==> src/rtl/sdram_pkg.sv <==
// Shared definitions for the SDRAM power-up init sequencer:
// command encodings, FSM states and mode-register fields.
package sdram_pkg;

   localparam logic [3:0] CMD_INHIBIT = 4'b1111;
   localparam logic [3:0] CMD_NOP     = 4'b0111;
   localparam logic [3:0] CMD_PRE     = 4'b0010;
   localparam logic [3:0] CMD_REF     = 4'b0001;
   localparam logic [3:0] CMD_LMR     = 4'b0000;

   // Mode register fields: CAS latency, burst type, burst length
   localparam logic [2:0] MR_CL = 3'd3;
   localparam logic       MR_BT = 1'b0;
   localparam logic [2:0] MR_BL = 3'b010;

   localparam logic [12:0] MODE_DEFAULT =
      {6'b000000, MR_CL, MR_BT, MR_BL};

   localparam logic [12:0] ADDR_ALL_BANKS = 13'h0400;

   typedef enum logic [2:0] {
      ST_WAIT,
      ST_PRE,
      ST_TRP,
      ST_REF,
      ST_TRFC,
      ST_LMR,
      ST_TMRD,
      ST_DONE
   } init_state_t;

   function automatic int max_of(input int a, input int b);
      return (a > b) ? a : b;
   endfunction

endpackage

==> src/rtl/sdram_init_timer.sv <==
// Loadable gap down-counter for the SDRAM init sequencer.
// Holds at zero; zero flag is combinational from the count.
module sdram_init_timer
   import sdram_pkg::*;
#(
   parameter int WIDTH = 16
) (
   input  logic             s_clk,
   input  logic             s_rst,
   input  logic             load,
   input  logic [WIDTH-1:0] load_val,
   output logic             zero
);

   logic [WIDTH-1:0] cnt;

   always_ff @(posedge s_clk or posedge s_rst) begin
      if (s_rst) begin
         cnt <= '0;
      end else if (load) begin
         cnt <= load_val;
      end else if (cnt != '0) begin
         cnt <= cnt - WIDTH'(1);
      end
   end

   assign zero = (cnt == '0);

endmodule

==> src/rtl/sdram_init_ctrl.sv <==
// SDRAM power-up init sequencer: WAIT, PRECHARGE ALL, N x REFRESH, LMR.
// Optional SDRAM_INIT_REINIT_EN adds i_reinit to rerun from PRECHARGE.
module sdram_init_ctrl
   import sdram_pkg::*;
#(
   parameter int          P_WAIT_CYCLES = 20000,
   parameter int          P_TRP         = 2,
   parameter int          P_TRFC        = 7,
   parameter int          P_TMRD        = 2,
   parameter int          P_REFRESH_NUM = 8,
   parameter logic [12:0] P_MODE_REG    = MODE_DEFAULT
) (
   input  logic        s_clk,
   input  logic        s_rst,
`ifdef SDRAM_INIT_REINIT_EN
   input  logic        i_reinit,
`endif
   output logic        o_cke,
   output logic [3:0]  o_cmd,
   output logic [12:0] o_addr,
   output logic [1:0]  o_ba,
   output logic        o_init_done
);

   localparam int TW =
      $clog2(max_of(max_of(P_WAIT_CYCLES, P_TRP),
                    max_of(P_TRFC, P_TMRD))) + 1;

   localparam logic [TW-1:0] LD_WAIT = TW'(P_WAIT_CYCLES - 1);
   localparam logic [TW-1:0] LD_TRP  = TW'(P_TRP - 1);
   localparam logic [TW-1:0] LD_TRFC = TW'(P_TRFC - 1);
   localparam logic [TW-1:0] LD_TMRD = TW'(P_TMRD - 1);
   localparam logic [3:0]    REF_N   = 4'(P_REFRESH_NUM);

   init_state_t   state;
   init_state_t   nxt;
   logic [3:0]    ref_cnt;
   logic          more;
   logic          t_load;
   logic [TW-1:0] t_val;
   logic          t_zero;
   logic [3:0]    cmd_d;
   logic [12:0]  addr_d;
   logic [1:0]    ba_d;
   logic          done_d;
   logic          go_again;

`ifdef SDRAM_INIT_REINIT_EN
   logic reinit_q;

   // One-cycle sample so PRECHARGE lands one edge after the request
   always_ff @(posedge s_clk or posedge s_rst) begin
      if (s_rst) begin
         reinit_q <= 1'b0;
      end else begin
         reinit_q <= (state == ST_DONE) && i_reinit;
      end
   end

   assign go_again = reinit_q;
`else
   assign go_again = 1'b0;
`endif

   sdram_init_timer #(
      .WIDTH (TW)
   ) u_timer (
      .s_clk    (s_clk),
      .s_rst    (s_rst),
      .load     (t_load),
      .load_val (t_val),
      .zero     (t_zero)
   );

   assign more = (ref_cnt < REF_N);

   always_ff @(posedge s_clk or posedge s_rst) begin
      if (s_rst) begin
         state <= ST_WAIT;
      end else begin
         state <= nxt;
      end
   end

   // Command states last one cycle; a zero timer skips the gap state
   always_comb begin
      nxt = state;
      unique case (state)
         ST_WAIT: if (o_cke && t_zero) nxt = ST_PRE;
         ST_PRE:  nxt = t_zero ? ST_REF : ST_TRP;
         ST_TRP:  if (t_zero) nxt = ST_REF;
         ST_REF: begin
            if (!t_zero)   nxt = ST_TRFC;
            else if (more) nxt = ST_REF;
            else           nxt = ST_LMR;
         end
         ST_TRFC: if (t_zero) nxt = more ? ST_REF : ST_LMR;
         ST_LMR:  nxt = t_zero ? ST_DONE : ST_TMRD;
         ST_TMRD: if (t_zero) nxt = ST_DONE;
         ST_DONE: if (go_again) nxt = ST_PRE;
         default: nxt = ST_WAIT;
      endcase
   end

   always_comb begin
      t_load = 1'b0;
      t_val  = '0;
      if (state == ST_WAIT && !o_cke) begin
         t_load = 1'b1;
         t_val  = LD_WAIT;
      end else begin
         unique case (1'b1)
            (nxt == ST_PRE): begin
               t_load = 1'b1;
               t_val  = LD_TRP;
            end
            (nxt == ST_REF): begin
               t_load = 1'b1;
               t_val  = LD_TRFC;
            end
            (nxt == ST_LMR): begin
               t_load = 1'b1;
               t_val  = LD_TMRD;
            end
            default: ;
         endcase
      end
   end

   always_ff @(posedge s_clk or posedge s_rst) begin
      if (s_rst) begin
         ref_cnt <= 4'd0;
      end else if (nxt == ST_PRE) begin
         ref_cnt <= 4'd0;
      end else if (nxt == ST_REF) begin
         ref_cnt <= ref_cnt + 4'd1;
      end
   end

   always_comb begin
      cmd_d  = CMD_NOP;
      addr_d = '0;
      ba_d   = '0;
      done_d = 1'b0;
      unique case (1'b1)
         (nxt == ST_PRE): begin
            cmd_d  = CMD_PRE;
            addr_d = ADDR_ALL_BANKS;
         end
         (nxt == ST_REF): cmd_d = CMD_REF;
         (nxt == ST_LMR): begin
            cmd_d  = CMD_LMR;
            addr_d = P_MODE_REG;
         end
         (nxt == ST_DONE): done_d = 1'b1;
         default: ;
      endcase
   end

   always_ff @(posedge s_clk or posedge s_rst) begin
      if (s_rst) begin
         o_cke       <= 1'b0;
         o_cmd       <= CMD_INHIBIT;
         o_addr      <= '0;
         o_ba        <= '0;
         o_init_done <= 1'b0;
      end else begin
         o_cke       <= 1'b1;
         o_cmd       <= cmd_d;
         o_addr      <= addr_d;
         o_ba        <= ba_d;
         o_init_done <= done_d;
      end
   end

endmodule

==> config.mk <==
export PLATFORM = sky130hd
export DESIGN_NAME = sdram_init_ctrl
export DESIGN_NICKNAME = d
export VERILOG_FILES = /design/src/rtl/sdram_pkg.sv /design/src/rtl/sdram_init_timer.sv /design/src/rtl/sdram_init_ctrl.sv
export SDC_FILE = /design/constraint.sdc
export NUM_CORES = 1
export LEC_CHECK = 0
export BUFFER_PORTS_ARGS = -buffer_cell sky130_fd_sc_hd__buf_4
export CAP_MARGIN = 20
export CORE_ASPECT_RATIO = 1.25
export CORE_MARGIN = 2
export CORE_UTILIZATION = 45
export CTS_CLUSTER_DIAMETER = 80
export DETAILED_ROUTE_END_ITERATION = 7
export HOLD_SLACK_MARGIN = 0.06
export SLEW_MARGIN = 40
export SYNTH_ARGS = -nofsm -noshare
export SYNTH_HDL_FRONTEND = slang
export SYNTH_SLANG_ARGS = --single-unit
export TNS_END_PERCENT = 50
==> constraint.sdc <==
create_clock -name s_clk -period 2.1 [get_ports s_clk]
set_input_delay 0.21 -clock s_clk [delete_from_list [all_inputs] [get_ports s_clk]]
set_output_delay 0.21 -clock s_clk [all_outputs]
set_load 0.03 [all_outputs]
==> out/qor.csv <==
stage;metric;value;unit
logic_synthesis;ys async rst share;100;%
clock_network;Root Buffer;clkbuf_8;
clock_network;Num CTS Buffers;5;
clock_network;Clock Path Buffers;2;
timing;achievable clock frequency;0.506;GHz
critical_path;most frequent CP cell;buf_4;
global_routing;first-pass GRT wire length;6400;microns
timing;worst setup margin;0.123;ns
route;vias per cell;5.50;
die;I/O pins;23;
critical_path;Critical Path AT;2.17;ns
route;DRT Pass-1 Iters;4;
route;via count;1468;
global_routing;number of global-route vias before repair;1347;
clock_network;# clock sinks;31;
timing;clock skew;0.00640;ns
global_routing;initial antenna violation count;0;
layout;NumNets Final;216;
pwr;total power;1.28;mW
logic_synthesis;number of synthesized flops with an enable pin;0;
timing;post-route setup TNS;0;ns
route;post-DR wirelength/cell;14.0;microns
pwr;peak supply drop;0.321;mV
route;DRC violations left;0;
flow_run;Max-Cap Viols;0;
logic_synthesis;Unique masters post-synth;47;
timing;hold slack;0.511;ns
timing;RSZ-0062 raised after global routing;no;
die;Initial Util;46.9;%
logic_synthesis;Gate Count Post-Synth;194;
critical_path;critical path class;reg2reg;
layout;non-filler cells, final;267;
place;Port-buffer cells;11;
logic_synthesis;synth warn;0;
critical_path;Critical Path RT;2.29;ns
critical_path;CP cell instances;inv_1, ha_1, nor2b_1, buf_4, and3_1, buf_4, a211o_1, o31ai_1;
pwr;PwrDens;632;mW/mm^2
min_path;class of the worst hold path;reg2reg;
clock_network;CTS tree;built;
place;placed insts;256;
logic_synthesis;Seq/Total Area, Yosys;44.0;%
layout;design area;0.00203;sq mm
die;die area;0.00447;sq mm
clock_network;Clock Pin Slew Worst Setup and Hold Paths;0.07;ns
layout;register area;781;sq um
place;routability cong.;0.786;
layout;fin util;53.6;%
die;core area;0.00378;sq mm
timing;worst slew pin tran;0.594;ns
run_status;run status;finished clean;
timing;clock period minus worst slack;1.98;ns
route;Routed Antenna Nets;0;
critical_path;Crit-path slowest cell;dfrtp_1;
critical_path;Critical Path End Type;flip-flop;
logic_synthesis;Yosys reg bits;31;
logic_synthesis;Post-synth top flop;dfrtp_1;
pwr;Pleak;0.839;nW
timing;final setup fails;0;
timing;fin crit share;94.1;%
clock_network;CTS H-tree lvls;2;
critical_path;CP Launch Type;flip-flop;
layout;FILL cells;351;
global_routing;largest net degree at the start of global routing;32;
place;DPL Wire Length;2730;microns
global_routing;grt total ovfl;0;
critical_path;Max Fanout on Critical Path;9;
logic_synthesis;Post-Syn Area;0.00178;sq mm
place;dpl ws;-0.0478;ns
timing;relative slew slack;60.1;%
timing;final hold violation count;0;
route;drt total wl;3740;microns
die;Die Height;74.2;microns
logic_synthesis;syn avg cell area;9.15;sq um
layout;share of layout cells above drive strength 1;21.6;%
layout;number of diodes;0;
clock_network;Clk Latency, worst-skew pair;0.28;ns
layout;Area Growth Syn to Fin;14.3;%
timing;Slew Viols, Final;0;
layout;multi-input logic area;862;sq um
critical_path;Critical Path Max Stage Delay;0.39;ns
die;DIE WIDTH;60.2;microns
die;num rows;25;
place;DP Area;0.00191;sq mm
route;initial drt markers;40;
global_routing;Tot GR Track Use;19.5;%
sequential cells by signal, indices dropped and copies added (netlist names):
name         count
u_timer.cnt     16
o_cmd            4
ref_cnt          4
state            3
o_addr           2
o_cke            1
o_init_done      1
repair_timing:
item | CTS | global route
setup endpoints to repair | 6 | 13
hold endpoints to repair | 27 | 0
resized for setup | 1 | 1
pin swaps | 0 | 1
setup buffers | 0 | 2
hold buffers | 1 | 0
final cells by class:
type	instances	share of cell area, %
multi-input combinational	139	42.5
sequential	31	38.5
timing repair buffer	27	10.1
clock buffer	5	3.39
tap	54	3.33
inverter	8	1.48
clock inverter	3	0.740
worst max-delay path, delay by kind of cell (launching register included):
| kind | cells | cell delay (ns) |
|---|---|---|
| buf+inv | 3 | 0.41 |
| compound gates | 2 | 0.43 |
| simple gates | 2 | 0.42 |
| flops | 1 | 0.39 |
| fa+ha+maj | 1 | 0.23 |
layer usage:
layer  share of wire [%]  vias to the layer above  global-route usage (%)
met4                 1.7                        0                    7.41
met5                   0                        -                       0
li1                    -                      718                       -
met2                  51                       30                    32.1
met3                 3.3                        6                    4.17
met1                  44                      714                    25.0
report_power, final:
group	switching, mW	internal [mW]	leakage (nW)
Clock	0.219	0.226	0.0477
Combinational	0.103	0.0703	0.417
Sequential	0.0331	0.630	0.375
cell usage in the layout, fill, tap and decap left out, types with 3 or more instances in the layout:
master / n
and3_1: 3
buf_4: 26
mux2i_1: 4
clkinv_2: 3
nand3_1: 8
a21oi_1: 11
o31ai_1: 3
nor3_1: 7
a211o_1: 5
nand2_1: 11
inv_1: 8
nor2_1: 12
nor2b_1: 3
o211ai_1: 3
conb_1: 13
dfstp_2: 4
or3_1: 4
a31oi_1: 4
clkbuf_8: 5
dfrtp_1: 27
o21ai_0: 10
nor4_1: 3
cells by family after synthesis:
group	after synthesis	synth area share (%)
buffers and inverters	35	10.8
multiplexers	6	3.52
adder cells (fa/ha/maj)	2	1.41
AND/OR/NAND/NOR	64	18.8
XOR/XNOR	3	1.48
flip-flops	31	44.0
other	2	0.423
AO/OA/AOI/OAI	51	19.6
path summary, 6_finish.rpt:
check,slack (ns),startpoint,endpoint,cells past startpoint
hold reg to reg,0.51,ref_cnt[0]$_DFFE_PP0P_,ref_cnt[0]$_DFFE_PP0P_,1
max in group asynchronous,1.22,s_rst,o_cmd[3]$_DFF_PP1_,4
hold / removal,0.51,ref_cnt[0]$_DFFE_PP0P_,ref_cnt[0]$_DFFE_PP0P_,1
min in group asynchronous,0.56,s_rst,o_cke$_DFF_PP0_,4
setup reg to reg,0.12,u_timer.cnt[0]$_DFFE_PP0P_,u_timer.cnt[7]$_DFFE_PP0P_,8
setup / recovery,0.12,u_timer.cnt[0]$_DFFE_PP0P_,u_timer.cnt[7]$_DFFE_PP0P_,8
cell usage after synthesis (3+ instances only):
cell type  instances  share of area (%)
a211o_1            5                2.5
or3_1              4                1.4
nand3_1            9                2.5
o31ai_1            3                1.3
clkbuf_1          10                2.1
dfstp_2            4                5.9
nor2b_1            3                1.1
o21ai_0           10                2.8
and3_1             3                1.1
o211ai_1           3                1.3
nor4_1             5                1.8
mux2i_1            4                2.3
nand2_1           11                2.3
inv_1              8                1.7
nor3_1             7                2.0
a31oi_1            4                1.4
buf_4             13                5.5
a21oi_1           11                3.1
buf_2              3               0.85
dfrtp_1           27                 38
nor2_1            12                2.5
Note: power is estimated with default switching activity, not from simulation.
